### config.mk
export PLATFORM = sky130hd
export DESIGN_NAME = seg7_scan_driver_flat
export DESIGN_NICKNAME = d
export VERILOG_FILES = /design/src/rtl/seg7_scan_driver_if.sv /design/src/rtl/seg7_scan_driver.sv /design/src/flat_wrapper.sv
export SDC_FILE = /design/constraint.sdc
export NUM_CORES = 1
export LEC_CHECK = 0
export ABC_AREA = 1
export BUFFER_PORTS_ARGS = -buffer_cell sky130_fd_sc_hd__buf_2
export CELL_PAD_IN_SITES_DETAIL_PLACEMENT = 1
export CELL_PAD_IN_SITES_GLOBAL_PLACEMENT = 1
export CORE_MARGIN = 10
export CORE_UTILIZATION = 42
export CTS_CLUSTER_SIZE = 10
export DETAILED_ROUTE_END_ITERATION = 16
export HOLD_SLACK_MARGIN = 0.06
export PLACE_DENSITY_LB_ADDON = 0.1
export SKIP_LAST_GASP = 1
export SLEW_MARGIN = 20
export SYNTH_ARGS = -nofsm -noshare
export SYNTH_HDL_FRONTEND = slang
export SYNTH_SLANG_ARGS = --single-unit
### constraint.sdc
create_clock -name clk -period 2.1 [get_ports clk]
set_clock_uncertainty 0.05 [all_clocks]
set_input_delay 0.21 -clock clk [delete_from_list [all_inputs] [get_ports clk]]
set_output_delay 0.21 -clock clk [all_outputs]
set_load 0.03 [all_outputs]
### src/rtl/seg7_scan_driver_if.sv
// Load/status/display bundle for seg7_scan_driver; master loads, slave drives the panel.
// Loads are single-cycle strobes with no backpressure; pending reports uncommitted data.
interface seg7_scan_driver_if;
    logic        load;
    logic [31:0] load_data;
    logic [7:0]  load_blank;
    logic [7:0]  load_blink;
    logic        pending;
    logic [7:0]  seg_out;
    logic [7:0]  digit_en;

    modport master (
        output load, load_data, load_blank, load_blink,
        input  pending, seg_out, digit_en
    );

    modport slave (
        input  load, load_data, load_blank, load_blink,
        output pending, seg_out, digit_en
    );
endinterface

### src/rtl/seg7_scan_driver.sv
// 8-digit multiplexed 7-segment driver; shadow loads commit only at frame boundaries.
// seg_out/digit_en are registered one cycle behind the scan index; loads are never stalled.
module seg7_scan_driver #(
    parameter int SCAN_DIV     = 100000,
    parameter int BLINK_FRAMES = 64
) (
    input logic               clk,
    input logic               reset,
    seg7_scan_driver_if.slave bus
);
    localparam int SW = (SCAN_DIV > 1) ? $clog2(SCAN_DIV) : 1;
    localparam int FW = (BLINK_FRAMES > 1) ? $clog2(BLINK_FRAMES) : 1;
    localparam logic [SW-1:0] SCAN_LAST  = SW'(SCAN_DIV - 1);
    localparam logic [FW-1:0] FRAME_LAST = FW'(BLINK_FRAMES - 1);

    logic [SW-1:0] scan_cnt;
    logic [2:0]    idx;
    logic [FW-1:0] frame_cnt;
    logic          blink_phase;
    logic          scan_end;
    logic          frame_end;

    logic [31:0]   shadow_data;
    logic [7:0]    shadow_blank;
    logic [7:0]    shadow_blink;
    logic          pending;

    logic [31:0]   disp_data;
    logic [7:0]    disp_blank;
    logic [7:0]    disp_blink;

    logic [3:0]    cur_nib;
    logic          cur_dark;
    logic [7:0]    seg_nxt;
    logic [7:0]    en_nxt;
    logic [7:0]    seg_q;
    logic [7:0]    en_q;

    function automatic logic [6:0] hex7(input logic [3:0] nib);
        logic [6:0] s;
        case (nib)
            4'h0:    s = 7'h3F;
            4'h1:    s = 7'h06;
            4'h2:    s = 7'h5B;
            4'h3:    s = 7'h4F;
            4'h4:    s = 7'h66;
            4'h5:    s = 7'h6D;
            4'h6:    s = 7'h7D;
            4'h7:    s = 7'h07;
            4'h8:    s = 7'h7F;
            4'h9:    s = 7'h6F;
            4'hA:    s = 7'h77;
            4'hB:    s = 7'h7C;
            4'hC:    s = 7'h39;
            4'hD:    s = 7'h5E;
            4'hE:    s = 7'h79;
            4'hF:    s = 7'h71;
            default: s = 7'h00;
        endcase
        return s;
    endfunction

    assign scan_end  = (scan_cnt == SCAN_LAST);
    assign frame_end = scan_end && (idx == 3'd7);

    // Scan timing: digit slot counter, digit index, and blink frame counter.
    always_ff @(posedge clk) begin
        if (reset) begin
            scan_cnt    <= '0;
            idx         <= 3'd0;
            frame_cnt   <= '0;
            blink_phase <= 1'b0;
        end else begin
            scan_cnt <= scan_end ? '0 : scan_cnt + 1'b1;
            if (scan_end)
                idx <= idx + 3'd1;
            if (frame_end) begin
                if (frame_cnt == FRAME_LAST) begin
                    frame_cnt   <= '0;
                    blink_phase <= ~blink_phase;
                end else begin
                    frame_cnt <= frame_cnt + 1'b1;
                end
            end
        end
    end

    // A load coinciding with a boundary wins pending; the commit still takes the old shadow.
    always_ff @(posedge clk) begin
        if (reset) begin
            shadow_data  <= 32'h0;
            shadow_blank <= 8'hFF;
            shadow_blink <= 8'h00;
            pending      <= 1'b0;
            disp_data    <= 32'h0;
            disp_blank   <= 8'hFF;
            disp_blink   <= 8'h00;
        end else begin
            if (frame_end && pending) begin
                disp_data  <= shadow_data;
                disp_blank <= shadow_blank;
                disp_blink <= shadow_blink;
            end
            if (bus.load) begin
                shadow_data  <= bus.load_data;
                shadow_blank <= bus.load_blank;
                shadow_blink <= bus.load_blink;
                pending      <= 1'b1;
            end else if (frame_end) begin
                pending <= 1'b0;
            end
        end
    end

    always_comb begin
        cur_nib  = disp_data[{idx, 2'b00} +: 4];
        cur_dark = disp_blank[idx] | (disp_blink[idx] & blink_phase);
        seg_nxt  = cur_dark ? 8'h00 : {1'b0, hex7(cur_nib)};
        en_nxt   = 8'h01 << idx;
    end

    // Dark digits keep their select so every slot lasts the same time.
    always_ff @(posedge clk) begin
        if (reset) begin
            seg_q <= 8'h00;
            en_q  <= 8'h01;
        end else begin
            seg_q <= seg_nxt;
            en_q  <= en_nxt;
        end
    end

    assign bus.seg_out  = seg_q;
    assign bus.digit_en = en_q;
    assign bus.pending  = pending;
endmodule

### src/flat_wrapper.sv
// flat-port wrapper written by rule: the top's interface ports become plain ports
module seg7_scan_driver_flat 
#(
    parameter int SCAN_DIV     = 100000,
    parameter int BLINK_FRAMES = 64
)
  (clk, reset, bus_load, bus_load_data, bus_load_blank, bus_load_blink, bus_pending, bus_seg_out, bus_digit_en);
  seg7_scan_driver_if bus_i ();
  input logic clk;
  input logic reset;
  input wire logic [$bits(bus_i.load)-1:0] bus_load;
  input wire logic [$bits(bus_i.load_data)-1:0] bus_load_data;
  input wire logic [$bits(bus_i.load_blank)-1:0] bus_load_blank;
  input wire logic [$bits(bus_i.load_blink)-1:0] bus_load_blink;
  output wire logic [$bits(bus_i.pending)-1:0] bus_pending;
  output wire logic [$bits(bus_i.seg_out)-1:0] bus_seg_out;
  output wire logic [$bits(bus_i.digit_en)-1:0] bus_digit_en;
  assign bus_i.load = bus_load;
  assign bus_i.load_data = bus_load_data;
  assign bus_i.load_blank = bus_load_blank;
  assign bus_i.load_blink = bus_load_blink;
  assign bus_pending = bus_i.pending;
  assign bus_seg_out = bus_i.seg_out;
  assign bus_digit_en = bus_i.digit_en;
  seg7_scan_driver #(.SCAN_DIV(SCAN_DIV), .BLINK_FRAMES(BLINK_FRAMES)) u_core (.clk(clk), .reset(reset), .bus(bus_i));
endmodule
==> reports/metrics.cfg, run 1 <==
[synthesis]
synth-compound-area-share_pct=7.15
ys_warn_count=0
synth_seq_area_share_pct=45.7
syn_area_per_cell_um2=6.84
synth_xor_area_share_pct=1.15
synth_cells=890
synth_top_family_by_area=simple AND/OR/NAND/NOR gates
ys_seq_elements=139
synthDistinctLibCells=24
synthAdderAreaFrac_pct=2.88
synth-simple-area-share_pct=34.3
synth_nets=955
yosys-mux-area-fraction_pct=0
syn-cell-area_mm2=0.00609

[timing]
drv_slew=0
setup_viol=0
tns_ns=0
hold_violations=0
period_needed_ns=1.96
fmax_mhz=511
worst_hold_slack_ns=0.224
worst_slew_pin_slew_ns=0.647
relSlewSlack_pct=56.5
fin_crit_sh_pct=93.3

[layout]
n_fill_cell=1788
drive_gt1_share_pct=13.1
post-route-util_pct=54.8
final_cells=1188
finalInstanceArea_mm2=0.00769
fin_nets=1060
areaGrowthSynthToFinish_pct=26.4

[setup_path]
end_kind=register
path_cells=buf_6 -> nand2_1 -> nand3_1 -> nand3_1 -> nand2_2 -> inv_1 -> ha_1 -> nand2_1 -> nand3_1 -> a21oi_1
cp.depth=10
worstSetupPathType=register to register
r2r_cells=10
cpMaxStageDelayCell=dfxtp_1
start_kind=register
critPathMaxStageDelay_ns=0.44
cp_data_required_time_ns=2.39
cp_max_fo=16
path_delay_family=simple AND/OR/NAND/NOR gates
path_buf_inv=2
critical_path.most_common_cell=nand3_1
crit_arrival_ns=2.25

[grt]
grt_pass1_wl_um=29200
grt_pass1_vias=6086
overflow=0
grt_max_degree=85
antenna_found_initial=1
grt_use_total_pct=17.7

[cts]
cts.sinks=139
postCtsSetupRepairBufs=0
cts.clk_slew.worst_paths_ns=0.06
root_buffer=clkbuf_16
clock_path_buffers=2
cts_tree=yes
cts_buffers=17
htree_levels=4
clk_latency_ns=0.42

[drt]
drc_errors=0
wire_per_inst_um=14.6
routed_wl_um=17300
drt-initial-drc-count=260
viasPerCell=4.88
via_count=5799
drtPass1Iterations=4
ant_nets=0

[floorplanning]
die_x_um=140
die_h_um=140
die_area_mm2=0.0197
rows=43
coreArea_mm2=0.0140
boundaryPins=68
initial_core_util_pct=43.3

[flow_run]
maxCapViolCount=0

[pwr]
max-vdd-ir-drop_mv=0.577
p_leak_nw=3.69
power.density_mw_per_mm2=802

[place]
hpwl_um=11500
place_area_mm2=0.00657
place_inst=1107
place.gp.congestion=0.833
port_buffers=66

[min_path]
holdPathStages=3
hold_path.class=input pin to register

[outcome]
status=finished, final reports clean

==> layer usage <==
metal | GRT usage (%) | up-vias | wire length, um
met5 | 0 | - | 0
met4 | 4.08 | 0 | 133
met3 | 5.10 | 9 | 672
met2 | 29.3 | 73 | 8460
met1 | 22.0 | 2749 | 8020
li1 | - | 2968 | -
==> final timing paths <==
check                                                  startpoint                                   to  slack, ns
worst max-delay path                   u_core.idx[0]$_SDFFE_PP0N_     u_core.bus.seg_out[0]$_SDFF_PP0_       0.14
worst max register to register         u_core.idx[0]$_SDFFE_PP0N_     u_core.bus.seg_out[0]$_SDFF_PP0_       0.14
worst min register to register  u_core.disp_blank[2]$_SDFFE_PP1P_    u_core.disp_blank[2]$_SDFFE_PP1P_       0.41
worst min-delay path                                     bus_load  u_core.shadow_data[23]$_SDFFE_PP0P_       0.22
==> cell families (layout without fill, tap and decap cells) <==
kind of cell	Yosys count	count (layout)
AO/OA/AOI/OAI	85	85
XOR/XNOR	8	8
adder cells (fa/ha/maj)	14	14
buffers and inverters	128	244
flip-flops	139	139
other	1	3
AND/OR/NAND/NOR	515	515
==> power by group <==
group	total, W	internal [W]	switching, W
clock network	0.00313	0.00200	0.00113
registers	0.00275	0.00271	0.0000448
logic	0.000292	0.000143	0.000149
total	0.00617	0.00485	0.00132
==> Yosys cell counts, drive strengths merged <==
cell | instances | area (um^2)
nor2 | 215 | 835
nand2 | 211 | 797
dfxtp | 139 | 2780
inv | 84 | 315
nand3 | 73 | 365
o21ai | 56 | 280
a21oi | 25 | 125
buf | 22 | 131
clkbuf | 22 | 82.6
ha | 14 | 175
nand4 | 8 | 50.1
xor2 | 7 | 61.3
nor3 | 6 | 30.0
o211ai | 4 | 30.0
conb | 1 | 3.75
nor3b | 1 | 7.51
or2 | 1 | 6.26
xnor2 | 1 | 8.76
==> repair_timing <==
action                                  in CTS  in global routing
endpoints found under the setup margin       0                 19
hold endpoints to repair                    55                  0
hold buffers                                49                  0
gates resized for setup                      0                  8
==> area by class of cell <==
cell class | instances | area, um^2 | share of cell area (%)
clock inverter | 12 | 174 | 2.26
multi-input combinational | 623 | 2790 | 36.2
antenna | 2 | 5.00 | 0.0651
inverter | 84 | 318 | 4.13
sequential | 139 | 2780 | 36.2
timing repair buffer | 130 | 962 | 12.5
tap | 180 | 225 | 2.93
clock buffer | 18 | 439 | 5.71
==> stage by stage <==
step                power, W  setup slack (ns)
detailed placement   0.00303            0.0433
CTS                  0.00624            0.0145
finish               0.00617             0.141
global placement     0.00302             0.172
floorplan            0.00293             0.249
global route         0.00640           -0.0173
==> cell usage in the layout, fill, tap and decap left out <==
cell           count
xnor2_1            1
clkinv_2           4
o211ai_1           4
nor2_1           203
nand4_1            8
bufinv_16          4
nand2_1          206
nor3_1             6
nor2_2            12
dlygate4sd3_1     49
diode_2            2
buf_6              1
o21ai_0           56
clkinv_4           3
inv_1             82
nand3_1           73
buf_12             2
clkbuf_8           1
nand2_2            5
inv_4              1
ha_1              14
xor2_1             7
a21oi_1           25
buf_2             66
clkinvlp_4         1
conb_1             1
buf_4             12
nor3b_1            1
inv_2              1
dfxtp_2            1
or2_2              1
clkbuf_16         17
dfxtp_1          138
==> worst min-delay path: cells and delay by family <==
family          cells  cell delay, ns
simple gates        1            0.04
buf+inv             1            0.20
compound gates      1            0.19
==> sequential cells by signal (all words and copies together) (netlist names), 7 cells and up <==
name	flops
u_core.disp_blink	8
u_core.shadow_blink	8
u_core.scan_cnt	17
u_core.shadow_blank	8
u_core.disp_data	32
u_core.bus.digit_en	8
u_core.shadow_data	32
u_core.bus.seg_out	7
u_core.disp_blank	8
(Power assumes the default switching activity.)
==> inputs of run 2 (changes only) <==
ABC_AREA = not set   (was 1)
CORE_UTILIZATION = 45   (was 42)
==> run 2 against run 1 <==
Compared with the run above: the run now ends with negative setup slack left; first-iteration DRC count fell by 6.9%; die area fell by 11%; worst setup slack lost 0.29 ns; synthesized cell count fell by 33%; final area is 1.5% lower; register-to-register slack lost 0.29 ns; fmax decreased by 13%; global-route usage decreased by 0.44 points; highest routed layer unchanged.
==> reports/metrics.cfg, run 2 <==
[setup_path]
start_kind=register
r2r_setup_slack_ns=-0.15  ; -0.29 ns
r2r_cells=8  ; -2
cp_max_fo=6  ; -10
worstSetupPathType=register to register
end_kind=register
cp_data_required_time_ns=2.41  ; +0.02 ns
crit_arrival_ns=2.55  ; +0.30 ns

[drt]
wire_per_inst_um=16.4  ; +12%
routed_wl_um=14900  ; -14%
viasPerCell=5.08  ; +4.0%
via_count=4625  ; -20%
drt-initial-drc-count=242  ; -6.9%
ant_nets=0  ; unchanged
drc_errors=0  ; unchanged
drtPass1Iterations=4  ; unchanged

[cts]
root_buffer=clkbuf_16
cts_buffers=17  ; unchanged
clock_path_buffers=2  ; unchanged
cts.sinks=139  ; unchanged
clk_latency_ns=0.42  ; about the same
htree_levels=4  ; unchanged
cts.clk_slew.worst_paths_ns=0.06  ; about the same
cts_tree=yes

[layout]
fin_nets=792  ; -25%
final_cell_mix=dfxtp_1, nand2_1, buf_2
areaGrowthSynthToFinish_pct=32.7
n_fill_cell=1428  ; -20%
layout_commonest_cell=dfxtp_1
top_regs=u_core.disp_data: 32 flops, u_core.shadow_data: 32 flops, u_core.scan_cnt: 17 flops
seqCellArea_mm2=0.00279  ; about the same
n_antenna_cell=0  ; -2
drive_gt1_share_pct=22.7  ; +9.6 points
multi_input_area_mm2=0.00280  ; +0.58%
post-route-util_pct=60.5  ; +5.7 points

[synthesis]
ys.flop_type=dfxtp_1
yosysTopAreaCell=dfxtp_1
synthTopCellsByCount=dfxtp_1, nand2_1, nor2_1
synth_most_common_cell=dfxtp_1
synth_top_area_share_pct=48.7  ; +3.0 points
synth_nets=661  ; -31%
ys_warn_count=0  ; unchanged
async_flop_share_pct=0  ; unchanged
syn-cell-area_mm2=0.00571  ; -6.2%
synth_seq_area_share_pct=48.7  ; +3.0 points
syn_area_per_cell_um2=9.58  ; +40%
synth-edff-count=0  ; unchanged
synthDistinctLibCells=46  ; +92%
synth_cells=596  ; -33%
ys_seq_elements=139  ; unchanged
synth_area_leaders=dfxtp_1, mux2i_1, nand2_1

[grt]
antenna_found_initial=0  ; -1
overflow=0  ; unchanged
grt_max_degree=88  ; +3.5%
grt_pass1_wl_um=24700  ; -15%
grt_use_total_pct=17.2  ; -0.44 points
grt_pass1_vias=5089  ; -16%

[pwr]
p_leak_nw=3.18  ; -14%
max-vdd-ir-drop_mv=0.596  ; +3.5%
power.density_mw_per_mm2=788  ; -1.8%
finalPower_w=0.00597  ; -3.3%

[outcome]
status=complete, but fails checks
violations=negative setup slack

[place]
port_buffers=66  ; unchanged
place.gp.congestion=0.808  ; -3.0%
hpwl_um=9710  ; -15%

[floorplanning]
die_x_um=133  ; -5.5%
coreArea_mm2=0.0125  ; -11%
die_area_mm2=0.0176  ; -11%
initial_core_util_pct=45.6  ; +2.3 points
boundaryPins=68  ; unchanged
die_h_um=133  ; -5.5%
rows=41  ; -4.7%

[timing]
period_needed_ns=2.25  ; +0.288 ns
hold_violations=0  ; unchanged
rsz0062_at_grt=true
fmax_mhz=445  ; -13%
drv_slew=0  ; unchanged
fin_crit_sh_pct=107  ; +14 points
setup_viol=5  ; +5
fin_ws_ns=-0.147  ; -0.288 ns

[min_path]
hold_path.class=input pin to register
holdPathStages=4  ; +1

[flow_run]
maxCapViolCount=0  ; unchanged

==> run 2: cell types whose count changed in the layout (fill, tap and decap cells not counted), sizes merged, moves of 19 or more <==
cell and change:
a21oi +25, inv -74, o21ai -54, buf +19, nand2 -90, nand3 -60
mux2i +64, nor2 -149
==> run 2: logic make-up (layout without fill, tap and decap cells) <==
logic type / Yosys count / after routing / share of synthesized area [%]
AO/OA/AOI/OAI: 61 / 61 / 6.00
other: 1 / 1 / 0.0657
flip-flops: 139 / 139 / 48.7
AND/OR/NAND/NOR: 237 / 237 / 18.1
multiplexers: 79 / 79 / 17.3
adder cells (fa/ha/maj): 14 / 14 / 3.07
buffers and inverters: 48 / 191 / 4.08
XOR/XNOR: 17 / 17 / 2.61
==> run 2: power by group <==
part	switching [W]	total, W	internal (W)
sequential	0.0000372	0.00274	0.00270
combinational	0.000138	0.000303	0.000165
clock	0.00107	0.00293	0.00186
==> run 2: path summary, 6_finish.rpt <==
| kind | from | endpoint |
|---|---|---|
| worst min register to register | u_core.disp_data[0]$_SDFFE_PP0P_ | u_core.disp_data[0]$_SDFFE_PP0P_ |
| worst max register to register | u_core.idx[0]$_SDFFE_PP0N_ | u_core.bus.seg_out[3]$_SDFF_PP0_ |
| worst max-delay path | u_core.idx[0]$_SDFFE_PP0N_ | u_core.bus.seg_out[3]$_SDFF_PP0_ |
| worst min-delay path | bus_load | u_core.shadow_blank[0]$_SDFFE_PP1P_ |
==> run 2: layout make-up <==
type / instances / area share [%]
tap: 172 / 2.84
clock inverter: 7 / 1.17
multi-input combinational: 409 / 37.0
sequential: 139 / 36.8
timing repair buffer: 149 / 15.2
clock buffer: 24 / 6.49
inverter: 11 / 0.578
==> run 2: worst max-delay path: stages, from the launching register on <==
cell and delay, ns:
dfxtp_4 0.40, buf_6 0.13, mux4_2 0.52, mux2i_4 0.19
inv_4 0.08, ha_4 0.17, mux2_4 0.26, mux2_2 0.26
nor2_1 0.12
==> run 2: what timing repair did <==
action                     CTS  global route
hold endpoints to repair    51             0
gates resized for setup     10            26
pin swaps                    0             3
hold buffers                49             0
setup endpoints to repair   17            53
setup buffers                2             6
==> run 2: per-stage QoR <==
step	setup slack, ns	instance area [um^2]	instances	hold slack, ns	setup TNS, ns
6_report	-0.147	7580	911	0.315	-0.270
5_1_grt	-0.181	7580	911	0.327	-0.670
4_1_cts	-0.0772	7460	905	0.291	-0.274
3_5_place_dp	-0.162	6340	823	0.381	-0.805
3_3_place_gp	-0.0111	6340	823	0.374	-0.0137
2_1_floorplan	-0.158	5730	596	0.288	-0.318
==> run 2: layer usage <==
metal	vias to the layer above	GRT usage (%)	share of wire [%]
li1	2282	-	-
met1	2248	19.6	45
met2	78	29.9	51
met3	17	4.62	3.3
met4	0	7.03	1.5
met5	-	0	0
==> inputs of run 3 (changes only) <==
CTS_BUF_LIST = sky130_fd_sc_hd__clkbuf_4 sky130_fd_sc_hd__clkbuf_8 sky130_fd_sc_hd__clkbuf_16   (was not set)
==> run 3 against run 2 <==
Compared with the run above: via count up 0.24%; routed wire length up 0.28%; combinational power about the same; largest cell class unchanged; first-iteration DRC count down 7.4%; final area up 0.15%; register-to-register slack about the same; count of clock-buffer cells in the layout unchanged; critical path depth unchanged; clock power up 1%; sequential power about the same; hold slack better by 0.0029 ns; worst setup slack better by 0.0015 ns; the flow still finishes with violations (negative setup slack).
==> reports/metrics.cfg, run 3 (synthesis gave the netlist of run 2 again) <==
[outcome]
status=complete, but fails checks
violations=negative setup slack

[drt]
viasPerCell=5.09  ; +0.24%
drc_errors=0  ; unchanged
wire_per_inst_um=16.4  ; +0.28%
via_count=4636  ; +0.24%
drtPass1Iterations=4  ; unchanged
drt-initial-drc-count=224  ; -7.4%
ant_nets=0  ; unchanged
routed_wl_um=14900  ; +0.28%

[timing]
hold_violations=0  ; unchanged
fmax_mhz=445  ; about the same
drv_slew=0  ; unchanged
setup_viol=5  ; unchanged
tns_ns=-0.263  ; +0.00675 ns
rsz0062_at_grt=true
fin_ws_ns=-0.145  ; +0.00152 ns
fin_crit_sh_pct=107  ; about the same
period_needed_ns=2.25  ; -0.00152 ns

[grt]
grt_max_degree=88  ; unchanged
grt_pass1_wl_um=24900  ; +0.44%
overflow=0  ; unchanged
grt_use_total_pct=17.3  ; +0.095 points
grt_pass1_vias=5108  ; +0.37%
antenna_found_initial=0  ; unchanged

[setup_path]
cpMaxStageDelayCell=mux4_2
worstSetupPathType=register to register
start_kind=register
path_cells=buf_6 -> mux4_2 -> mux2i_4 -> inv_4 -> ha_4 -> mux2_4 -> mux2_2 -> nor2_1
end_kind=register
r2r_start=u_core.idx[0]$_SDFFE_PP0N_
cp_max_fo=6  ; unchanged
crit_start=u_core.idx[0]$_SDFFE_PP0N_
crit_arrival_ns=2.55  ; about the same
cp_data_required_time_ns=2.40  ; about the same
critPathMaxStageDelay_ns=0.52  ; about the same

[layout]
fin_nets=792  ; unchanged
layout_commonest_cell=dfxtp_1
seqCellArea_mm2=0.00279  ; unchanged
final_cells=911  ; unchanged
top_regs=u_core.disp_data: 32 flops, u_core.shadow_data: 32 flops, u_core.scan_cnt: 17 flops
finalInstanceArea_mm2=0.00759  ; +0.15%
drive_gt1_share_pct=23.1  ; +0.41 points
n_antenna_cell=0  ; unchanged
multi_input_area_mm2=0.00280  ; unchanged
areaGrowthSynthToFinish_pct=32.9
final_cell_mix=dfxtp_1, nand2_1, buf_2
n_fill_cell=1422  ; -0.42%

[place]
port_buffers=66  ; unchanged
hpwl_um=9710  ; unchanged
place_area_mm2=0.00634  ; unchanged
post-place-ws_ns=-0.162  ; unchanged
place.gp.congestion=0.808  ; unchanged
place_inst=823  ; unchanged

[min_path]
min_from=bus_load
hold_path.class=input pin to register

[cts]
cts_buffers=17  ; unchanged
htree_levels=4  ; unchanged
cts.sinks=139  ; unchanged
cts.clk_slew.worst_paths_ns=0.06  ; about the same
root_buffer=clkbuf_16
clk_latency_ns=0.42  ; about the same
clock_path_buffers=2  ; unchanged
cts_tree=yes

[floorplanning]
coreArea_mm2=0.0125  ; unchanged
rows=41  ; unchanged
die_area_mm2=0.0176  ; unchanged
die_x_um=133  ; unchanged
boundaryPins=68  ; unchanged
die_h_um=133  ; unchanged
initial_core_util_pct=45.6  ; unchanged

[pwr]
finalPower_w=0.00601  ; +0.67%
max-vdd-ir-drop_mv=0.603  ; +1.1%
power.density_mw_per_mm2=792  ; +0.53%
p_leak_nw=3.19  ; +0.32%

[flow_run]
maxCapViolCount=0  ; unchanged

## run 3: cell types whose count changed in the layout (fill, tap and decap cells not counted)
cell / change
clkbuf_1: -3
clkbuf_4: +3
## run 3: timing repair
item / CTS / global route
setup endpoints to repair: 17 / 53
pin swaps: 0 / 3
endpoints found under the hold margin: 51 / 0
gates resized for setup: 10 / 26
setup buffers: 2 / 6
hold buffers: 49 / 0
## run 3: path summary, 6_finish.rpt
check	endpoint	slack, ns	cells past startpoint
min reg2reg	u_core.disp_data[0]$_SDFFE_PP0P_	0.40	2
max reg2reg	u_core.bus.seg_out[3]$_SDFF_PP0_	-0.15	8
max	u_core.bus.seg_out[3]$_SDFF_PP0_	-0.15	8
min	u_core.shadow_blank[0]$_SDFFE_PP1P_	0.32	4
## run 3: report_power, final
group	internal, W	total, W	switching (W)
clock network	0.00190	0.00297	0.00107
logic	0.000165	0.000303	0.000137
registers	0.00270	0.00274	0.0000377
total	0.00476	0.00601	0.00125
## run 3: cell type report
class                           count  share of cell area (%)
Clock buffer                       24                    6.63
Clock inverter                      7                    1.17
Inverter                           11                   0.577
Multi-Input combinational cell    409                    36.9
Sequential cell                   139                    36.7
Tap cell                          172                    2.84
Timing Repair Buffer              149                    15.1
## run 3: critical path: cells and delay by family, from the launching register on
| family | cells | cell delay (ns) |
|---|---|---|
| buffers and inverters | 2 | 0.21 |
| adders and majority gates | 1 | 0.17 |
| DFF | 1 | 0.40 |
| muxes | 4 | 1.24 |
| and+or+nand+nor | 1 | 0.12 |
## run 3: per-layer routing
metal	routed length [um]	GRT usage, %	part of all wire, %	vias up
li1	-	-	-	2279
met1	6670	19.6	45	2252
met2	7560	30.3	51	87
met3	506	4.58	3.4	18
met4	210	6.91	1.4	0
met5	0	0	0	-
## run 3: metrics by stage
step           utilization [%]  hold slack, ns
5_1_grt                   60.6           0.327
3_3_place_gp              50.6           0.374
4_1_cts                   59.7           0.290
3_5_place_dp              50.6           0.381
2_1_floorplan                -           0.288
6_report                  60.6           0.318
